**config.mk**
```make
export PLATFORM = sky130hd
export DESIGN_NAME = inst_fifo
export DESIGN_NICKNAME = d
export VERILOG_FILES = /design/src/rtl/inst_fifo.sv
export SDC_FILE = /design/constraint.sdc
export NUM_CORES = 2
export LEC_CHECK = 0
export CAP_MARGIN = 20
export CELL_PAD_IN_SITES_DETAIL_PLACEMENT = 0
export CELL_PAD_IN_SITES_GLOBAL_PLACEMENT = 1
export CORE_UTILIZATION = 50
export CTS_CLUSTER_SIZE = 16
export DETAILED_ROUTE_END_ITERATION = 6
export GPL_ROUTABILITY_DRIVEN = 0
export PLACE_DENSITY = 0.76
export SYNTH_ARGS = -nofsm -noshare
export SYNTH_HDL_FRONTEND = slang
export SYNTH_SLANG_ARGS = --single-unit
```
**constraint.sdc**
```tcl
create_clock -name clk -period 9.8 [get_ports clk]
set_clock_uncertainty 0.2 [all_clocks]
set_input_delay 1.47 -clock clk [delete_from_list [all_inputs] [get_ports clk]]
set_output_delay 1.47 -clock clk [all_outputs]
set_load 0.02 [all_outputs]
```
**src/rtl/inst_fifo.sv**
```systemverilog
// ---------------------------------------------------------------------------
// inst_fifo : dual-write / dual-read instruction queue between fetch and
// decode.  Fetch can deliver up to two sequential instructions per cycle and
// the decode stage can consume up to two (master head + slave head+1).
//
// Ports
//   clk, rst            single clock, synchronous active-high reset
//   flush               discard every queued entry (taken branch/jump)
//   push_valid_1/2      fetch slots; slot 2 only counts when slot 1 is valid
//   push_inst_1/2       instruction words for the two fetch slots
//   push_pc_1/2         PCs for the two fetch slots
//   pop_1, pop_2        consume head / head+1; pop_2 only counts with pop_1
//   inst_out_1, pc_out_1  head entry
//   inst_out_2, pc_out_2  head+1 entry
//   valid_out_1/2       head / head+1 entry occupied
//   full                fewer than two free entries
//   empty               no entries held
//   count               occupancy, 0..DEPTH
// ---------------------------------------------------------------------------
module inst_fifo #(
   parameter int DEPTH = 16,
   parameter int AW    = 4
) (
   input  logic          clk,
   input  logic          rst,
   input  logic          flush,
   input  logic          push_valid_1,
   input  logic [31:0]   push_inst_1,
   input  logic [31:0]   push_pc_1,
   input  logic          push_valid_2,
   input  logic [31:0]   push_inst_2,
   input  logic [31:0]   push_pc_2,
   input  logic          pop_1,
   input  logic          pop_2,
   output logic [31:0]   inst_out_1,
   output logic [31:0]   pc_out_1,
   output logic [31:0]   inst_out_2,
   output logic [31:0]   pc_out_2,
   output logic          valid_out_1,
   output logic          valid_out_2,
   output logic          full,
   output logic          empty,
   output logic [AW:0]   count
);

   localparam logic [AW:0] FULL_LIMIT = (AW+1)'(DEPTH - 2);

   logic [31:0]   memPc   [DEPTH];
   logic [31:0]   memInst [DEPTH];

   logic [AW-1:0] rp;
   logic [AW-1:0] wp;
   logic [AW-1:0] rpPlus1;
   logic [AW-1:0] wpPlus1;
   logic [1:0]    nPop;
   logic [1:0]    nPush;
   logic [AW:0]   countNext;

   assign rpPlus1 = rp + AW'(1);
   assign wpPlus1 = wp + AW'(1);

   // Status flags, all derived from the registered occupancy.
   assign full        = (count > FULL_LIMIT);
   assign empty       = (count == '0);
   assign valid_out_1 = (count >= (AW+1)'(1));
   assign valid_out_2 = (count >= (AW+1)'(2));

   // Read ports come straight from storage; a same-cycle push is never
   // forwarded to the outputs.
   assign pc_out_1   = memPc[rp];
   assign inst_out_1 = memInst[rp];
   assign pc_out_2   = memPc[rpPlus1];
   assign inst_out_2 = memInst[rpPlus1];

   // Effective pop count, clipped to what is actually held.
   always_comb begin
      nPop = 2'd0;
      if (pop_1) begin
         if (pop_2 && (count >= (AW+1)'(2))) begin
            nPop = 2'd2;
         end else if (count >= (AW+1)'(1)) begin
            nPop = 2'd1;
         end
      end
   end

   // Effective push count. Full is judged before this cycle's pops, so a
   // pop never opens room for a same-cycle push while full.
   always_comb begin
      nPush = 2'd0;
      if (!full && push_valid_1) begin
         nPush = push_valid_2 ? 2'd2 : 2'd1;
      end
   end

   assign countNext = count + (AW+1)'(nPush) - (AW+1)'(nPop);

   // Pointer and occupancy state.
   always_ff @(posedge clk) begin
      if (rst) begin
         rp    <= '0;
         wp    <= '0;
         count <= '0;
      end else if (flush) begin
         rp    <= '0;
         wp    <= '0;
         count <= '0;
      end else begin
         rp    <= rp + AW'(nPop);
         wp    <= wp + AW'(nPush);
         count <= countNext;
      end
   end

   // Storage is never cleared; writes are suppressed while reset or flush
   // is active so discarded pushes leave the array untouched.
   always_ff @(posedge clk) begin
      if (!rst && !flush && (nPush != 2'd0)) begin
         memPc[wp]   <= push_pc_1;
         memInst[wp] <= push_inst_1;
         if (nPush == 2'd2) begin
            memPc[wpPlus1]   <= push_pc_2;
            memInst[wpPlus1] <= push_inst_2;
         end
      end
   end

endmodule

```
# Yosys cells after proc, flatten, opt, wreduce, memory -nomap -nowiden

Memory sizes are Yosys's and may differ from the RTL's. A register that Yosys moved wholly into a read port is not among the register bits.
Index checks and enable logic that the tools add are counted.

$add $sub $neg: 6
Magnitude comparators: 3
Equality and inequality tests: 1
Mux-type cells: 12
Reductions and logical operators: 10

Operators by type and width:

| cell                                                                   | count |
|---|---|
| 4-bit by 1-bit adder with 4-bit output (second input constant)         | 2 |
| 4-bit by 2-bit adder with 4-bit output                                 | 2 |
| 2-bit 2-to-1 mux                                                       | 4 |
| 4-bit 2-to-1 mux                                                       | 2 |
| 1-bit 2-to-1 mux                                                       | 6 |
| 5-bit by 2-bit adder with 5-bit output                                 | 1 |
| 5-bit by 1-bit >= comparator with 1-bit output (second input constant) | 1 |
| 5-bit by 2-bit >= comparator with 1-bit output (second input constant) | 1 |
| 5-bit by 4-bit > comparator with 1-bit output (second input constant)  | 1 |
| 5-bit logical NOT                                                      | 1 |
| 5-bit by 2-bit subtractor with 5-bit output                            | 1 |
| 1-bit logical AND                                                      | 4 |
| 1-bit logical NOT                                                      | 3 |
| 2-bit equality test (second input constant)                            | 1 |
| 2-bit nonzero test                                                     | 1 |
| 2-bit OR reduction                                                     | 1 |

Register bits after elaboration: 13
Bits in writable memories: 1024
Input port bits: 135
Memories: 2

Memory list:

| memory  | depth | width | rd ports | clocked after memory_dff | write ports | RTL line | source |
|---|---|---|---|---|---|---|---|
| memInst | 16    | 32    | 2        | 1                        | 2           | 49       | `logic [31:0] memInst [DEPTH];` |
| memPc   | 16    | 32    | 2        | 1                        | 2           | 48       | `logic [31:0] memPc [DEPTH];` |

# Depth between registers and ports, before layout

Depth after elaboration: 8
Gate-level depth with buffers: 15

# Least setup slack after synthesis

Ideal clock, no wire load.

Path type: in2reg
Start: input port rst
End: memory memInst[10][0] (enable)
Library setup time: 0.574 ns
Arrival time: 6.819 ns
Required time: 9.026 ns
Setup slack: 2.206 ns
Cell stages on the path: 5
Path buffers: 1
Cells stage by stage: or2_1 > buf_6 > nor3b_4 > nand3_1 > o21ai_0

RTL lines:

| element     | RTL line | source |
|---|---|---|
| from (decl) | 25       | `input logic rst,` |
| to (decl)   | 49       |  |

# Worst setup path in the final report

Start: register rp[0]
End: output port pc_out_2[5]

Cells in the longest elaborated chain, start to end: 2

RTL lines:

| element                                | RTL line | source |
|---|---|---|
| from (decl)                            | 51       | `logic [AW-1:0] rp;` |
| from (signal assigned)                 | 109      | `rp <= rp + AW'(nPop);` |
| 4-bit by 1-bit adder with 4-bit output | 59       | `assign rpPlus1 = rp + AW'(1);` |
| memory 16 x 32 bit                     | n/a      |  |
| to (decl)                              | 38       | `output logic [31:0] pc_out_2,` |

Every way passes these cells.

==> results.md <==
Outcome:
- The run finished with clean final reports.

Yosys:
- The synthesized netlist devotes 2.949% of its cell area to compound gates.
- The synthesized netlist devotes 0.07193% of its cell area to XOR and XNOR gates.
- For this run, asynchronously set or reset flops after synthesis account for 0%.
- The post-synthesis cell area is slightly above 60000 sq um.
- The number of warning messages in the yosys log is 0.
- The post-synthesis share of cell area spent on and, or, nand and nor gates is roughly 2.6%.
- Of the total synthesized cell area, the portion taken by full adders, half adders and majority gates is less than 1%.
- The register bit count reported by yosys is 1037.
- The number of nets in the synthesized netlist is approximately 3.8k.
- The main combinational cell family by area after synthesis is multiplexers.
- The number of flops mapped to enable cells by yosys is about 1.0k.
- In the synthesized netlist, the number of instances is between 3k and 4k.
- The number of different library cells in the post-synthesis netlist is 44.
- The predominant post-synthesis flop cell is edfxtp_1.
- Averaged over all synthesized cells, the footprint is between 15 and 20 sq um.
- The multiplexer share of the synthesized area is a little under 40%.
- Sequential elements use around half of the synthesized area.

Worst setup path:
- The peak fanout along the critical path is ~150.
- The kind of launch point of the worst setup path is a register.
- The reg-to-reg critical path endpoint is memInst[4][0].
- The worst-case register-to-register setup slack is between 5000 and 6000 ps.
- The number of cells on the worst reg-to-reg path is 8.
- The cell occurring most often along the worst timing path is buf_12.
- The data required time at the worst endpoint is 8130 ps.
- The worst register-to-register path begins at count[4].
- STA classifies the critical path endpoint as an output pin.
- The critical path is of the reg2out type.
- The slowest stage cell on the critical path is dfxtp_4.
- The worst path arrival time is approximately 5000 ps.
- The signal on the critical path passes through buf_12 > buf_12 > mux4_2 > nand2_1 > nand4_1 > clkdlybuf4s50_1.
- For this run, the slowest stage of the critical path takes between 900 and 1000 ps.

Clock tree:
- The deepest clock path buffer count is 3.
- The tree built by TritonCTS fans out to 1037 sinks.
- Once the clock tree was built, the resizer swapped 0 gates to a different size.
- The clock insertion delay at the later pin of the skew report is just over 700 ps.
- The number of CTS-inserted buffers is between 100 and 150.
- The root buffer cell is clkbuf_16.
- After clock tree synthesis, the clock-pin slew on the worst setup and hold paths is 70 ps.
- Buffers added to address setup during post-CTS repair amount to 0.
- TritonCTS built the clock tree.
- For this design, the CTS-stage hold fixing added 0 buffers.
- In this run the number of H-tree levels came out at 3.

Global routing:
- The via count of the first global-routing pass was roughly 38k.
- The largest net degree at the start of global routing is roughly 150.
- In the global route stage, met3 resource usage came out at roughly 5.7%.
- The total overflow left after global routing is 0.
- The global routing met1 resource utilization is around 42%.
- The layer flagged by global routing as most heavily used is met2.
- The initial antenna violation count is 18.
- The first global-routing pass estimated 271300 microns of wire.
- In the global route stage, met2 resource usage came out at 49.96%.
- Across every metal layer, demand over resource in global routing totals a little over 30%.

Power:
- Summing internal, switching and leakage power gives between 10000 and 15000 uW.
- The analysis attributes to cell leakage a power of roughly 0.022 uW.
- The worst-case IR drop observed on VDD is around 0.18 mV.
- The cell area power density is ~180 nW/um^2.

STA:
- The total count of max-transition violations in the final report is 0.
- The transition time at the pin with the least slew margin is about 1200 ps.
- Measured against its own limit, the worst slew margin works out to between 15 and 20%.
- For this run, the top clock speed supported by timing is around 150 MHz.
- The sum of negative setup slack is 0 ps.
- Dividing the final minimum period by the clock period gives 68.60%.
- The number of failing hold endpoints at the final stage is 0.
- The clock period could shrink to 6723 ps.
- Setup violations remaining at the end of the flow were counted as 0.
- Setup repair after global routing left no endpoint under its margin.

Routing:
- The routed wire length per instance is roughly 35 microns.
- Using the TritonRoute via totals, the vias-per-cell ratio works out to between 6 and 7.
- The detailed router placed about 37k vias in this run.
- The first-pass iteration count of the detailed router is 6.
- The detailed router's first-iteration violation count is approximately 4.5k.
- The aggregate routed wire length is 189600 microns.
- In the routed design, unresolved DRC markers number 0.
- The number of nets with antenna violations after routing is 0.

Finish:
- After the last flow step, the layout net total stands at between 3k and 4k.
- The area growth from synthesis to layout is 11.82%.
- The library cells used most frequently in the layout, excluding fill and tap cells, are edfxtp_1, mux2_2, mux4_2, clkdlybuf4s50_1, mux2_1.
- Leaving out fill and tap cells, the most frequent cell in the layout is edfxtp_1.
- The proportion of layout cells with a drive suffix above 1 is about 42%.
- The finished layout cell area is between 60000 and 70000 sq um.

Placement:
- The port buffer count is roughly 270.
- The detailed placer's ending HPWL is roughly 100000 microns.
- The cell area after placement is 64280 sq um.

Min path:
- The worst min-delay path category is reg2reg.
- The startpoint identified for the worst hold timing path is wp[2].
- The path with the worst hold slack has its endpoint at wp[2].
- The worst hold path was traced through 2 stages.

Flow run:
- The number of maximum-capacitance constraint violations is 0.

Floorplanning:
- The effective utilization at floorplan is about half.
- The width of the chip is 350.9 microns.
- The die is roughly 350 microns tall.
- In this run the standard cell core region covers 120300 sq um.
- The total number of placement rows is roughly 130.
- Pin placement for this block handled 272 I/O pins.
- The area of the die is 123200 sq um.
[state kept, by name (all words and copies together) (netlist names)]
| signal | count |
|---|---|
| count | 5 |
| rp | 4 |
| wp | 4 |
| memPc | 512 |
| memInst | 512 |
[worst max-delay path, delay by kind of cell, from the launching register on]
family | cells | cell delay (ps)
muxes | 1 | 610
and+or+nand+nor | 2 | 350
buffers and inverters | 3 | 1880
DFF | 1 | 930
[logic make-up (layout without fill, tap and decap cells)]
group                      Yosys count  in the layout
xor gates and xnor gates             5              5
muxes                             1536           1536
other                                0              9
DFF                               1037           1037
AOI/OAI and AO/OA                  287            287
and+or+nand+nor                    328            328
buffers and inverters              439            574
adders and majority gates           18             18
[synthesized netlist by cell type (all sizes together), types with 4 or more instances]
master | number | area share [%]
edfxtp | 1024 | 51
mux2 | 1024 | 20
mux4 | 512 | 19
buf | 215 | 2.7
clkbuf | 210 | 1.3
nand2 | 197 | 1.2
o21ai | 142 | 1.2
a22oi | 129 | 1.6
nand4 | 63 | 0.65
nand3 | 19 | 0.18
ha | 14 | 0.29
inv | 14 | 0.086
nor2 | 14 | 0.086
dfxtp | 13 | 0.43
a21oi | 8 | 0.066
and3 | 7 | 0.080
and2 | 6 | 0.062
nand2b | 5 | 0.051
fa | 4 | 0.13
nor2b | 4 | 0.041
nor3b | 4 | 0.086
o21bai | 4 | 0.049
or2 | 4 | 0.041
xnor2 | 4 | 0.058
[worst max path at each step]
| stage | from | endpoint | slack (ps) | cells past startpoint |
|---|---|---|---|---|
| final | rp[0] | pc_out_2[5] | 3080 | 6 |
| after global routing | rp[0] | pc_out_2[31] | 2880 | 6 |
| after CTS | rp[1] | inst_out_2[3] | 2920 | 6 |
| after detailed placement | rp[1] | inst_out_2[3] | 3710 | 6 |
| after global placement | rp[1] | inst_out_2[3] | 3690 | 6 |
| after floorplan | rst | memInst[10][0] | 2210 | 5 |
[report_power, final]
group | total [uW] | internal [uW] | leakage, uW | switching [uW]
clock | 4290 | 2460 | 0.00178 | 1830
sequential | 4980 | 4920 | 0.00932 | 58.9
combinational | 2980 | 1510 | 0.0108 | 1470
total | 12200 | 8900 | 0.0219 | 3350
[area by class of cell]
class	instances	area (sq um)
fill	9419	52220
sequential	1037	31020
multi-input combinational	2174	27850
timing repair buffer	347	3458
clock buffer	151	3119
tap	1612	2017
clock inverter	62	535.5
inverter	14	52.55
antenna	9	22.52
[stage by stage]
stage | util [%] | hold slack [ps] | setup WS (ps) | std cells
after floorplan | - | 374.5 | 2206 | 3650
after global placement | 53.42 | 409.7 | 3688 | 5179
after detailed placement | 53.44 | 414.0 | 3708 | 5180
after CTS | 56.48 | 422.0 | 2918 | 5393
after global routing | 56.58 | 485.6 | 2883 | 5402
final | 56.59 | 428.2 | 3077 | 5406
[routing by layer]
layer	part of all wire (%)	up-vias
li1	-	15054
met1	39	20036
met2	48	1995
met3	9.4	362
met4	3.0	24
met5	0.085	-
Power figures use the tool's default switching activity.
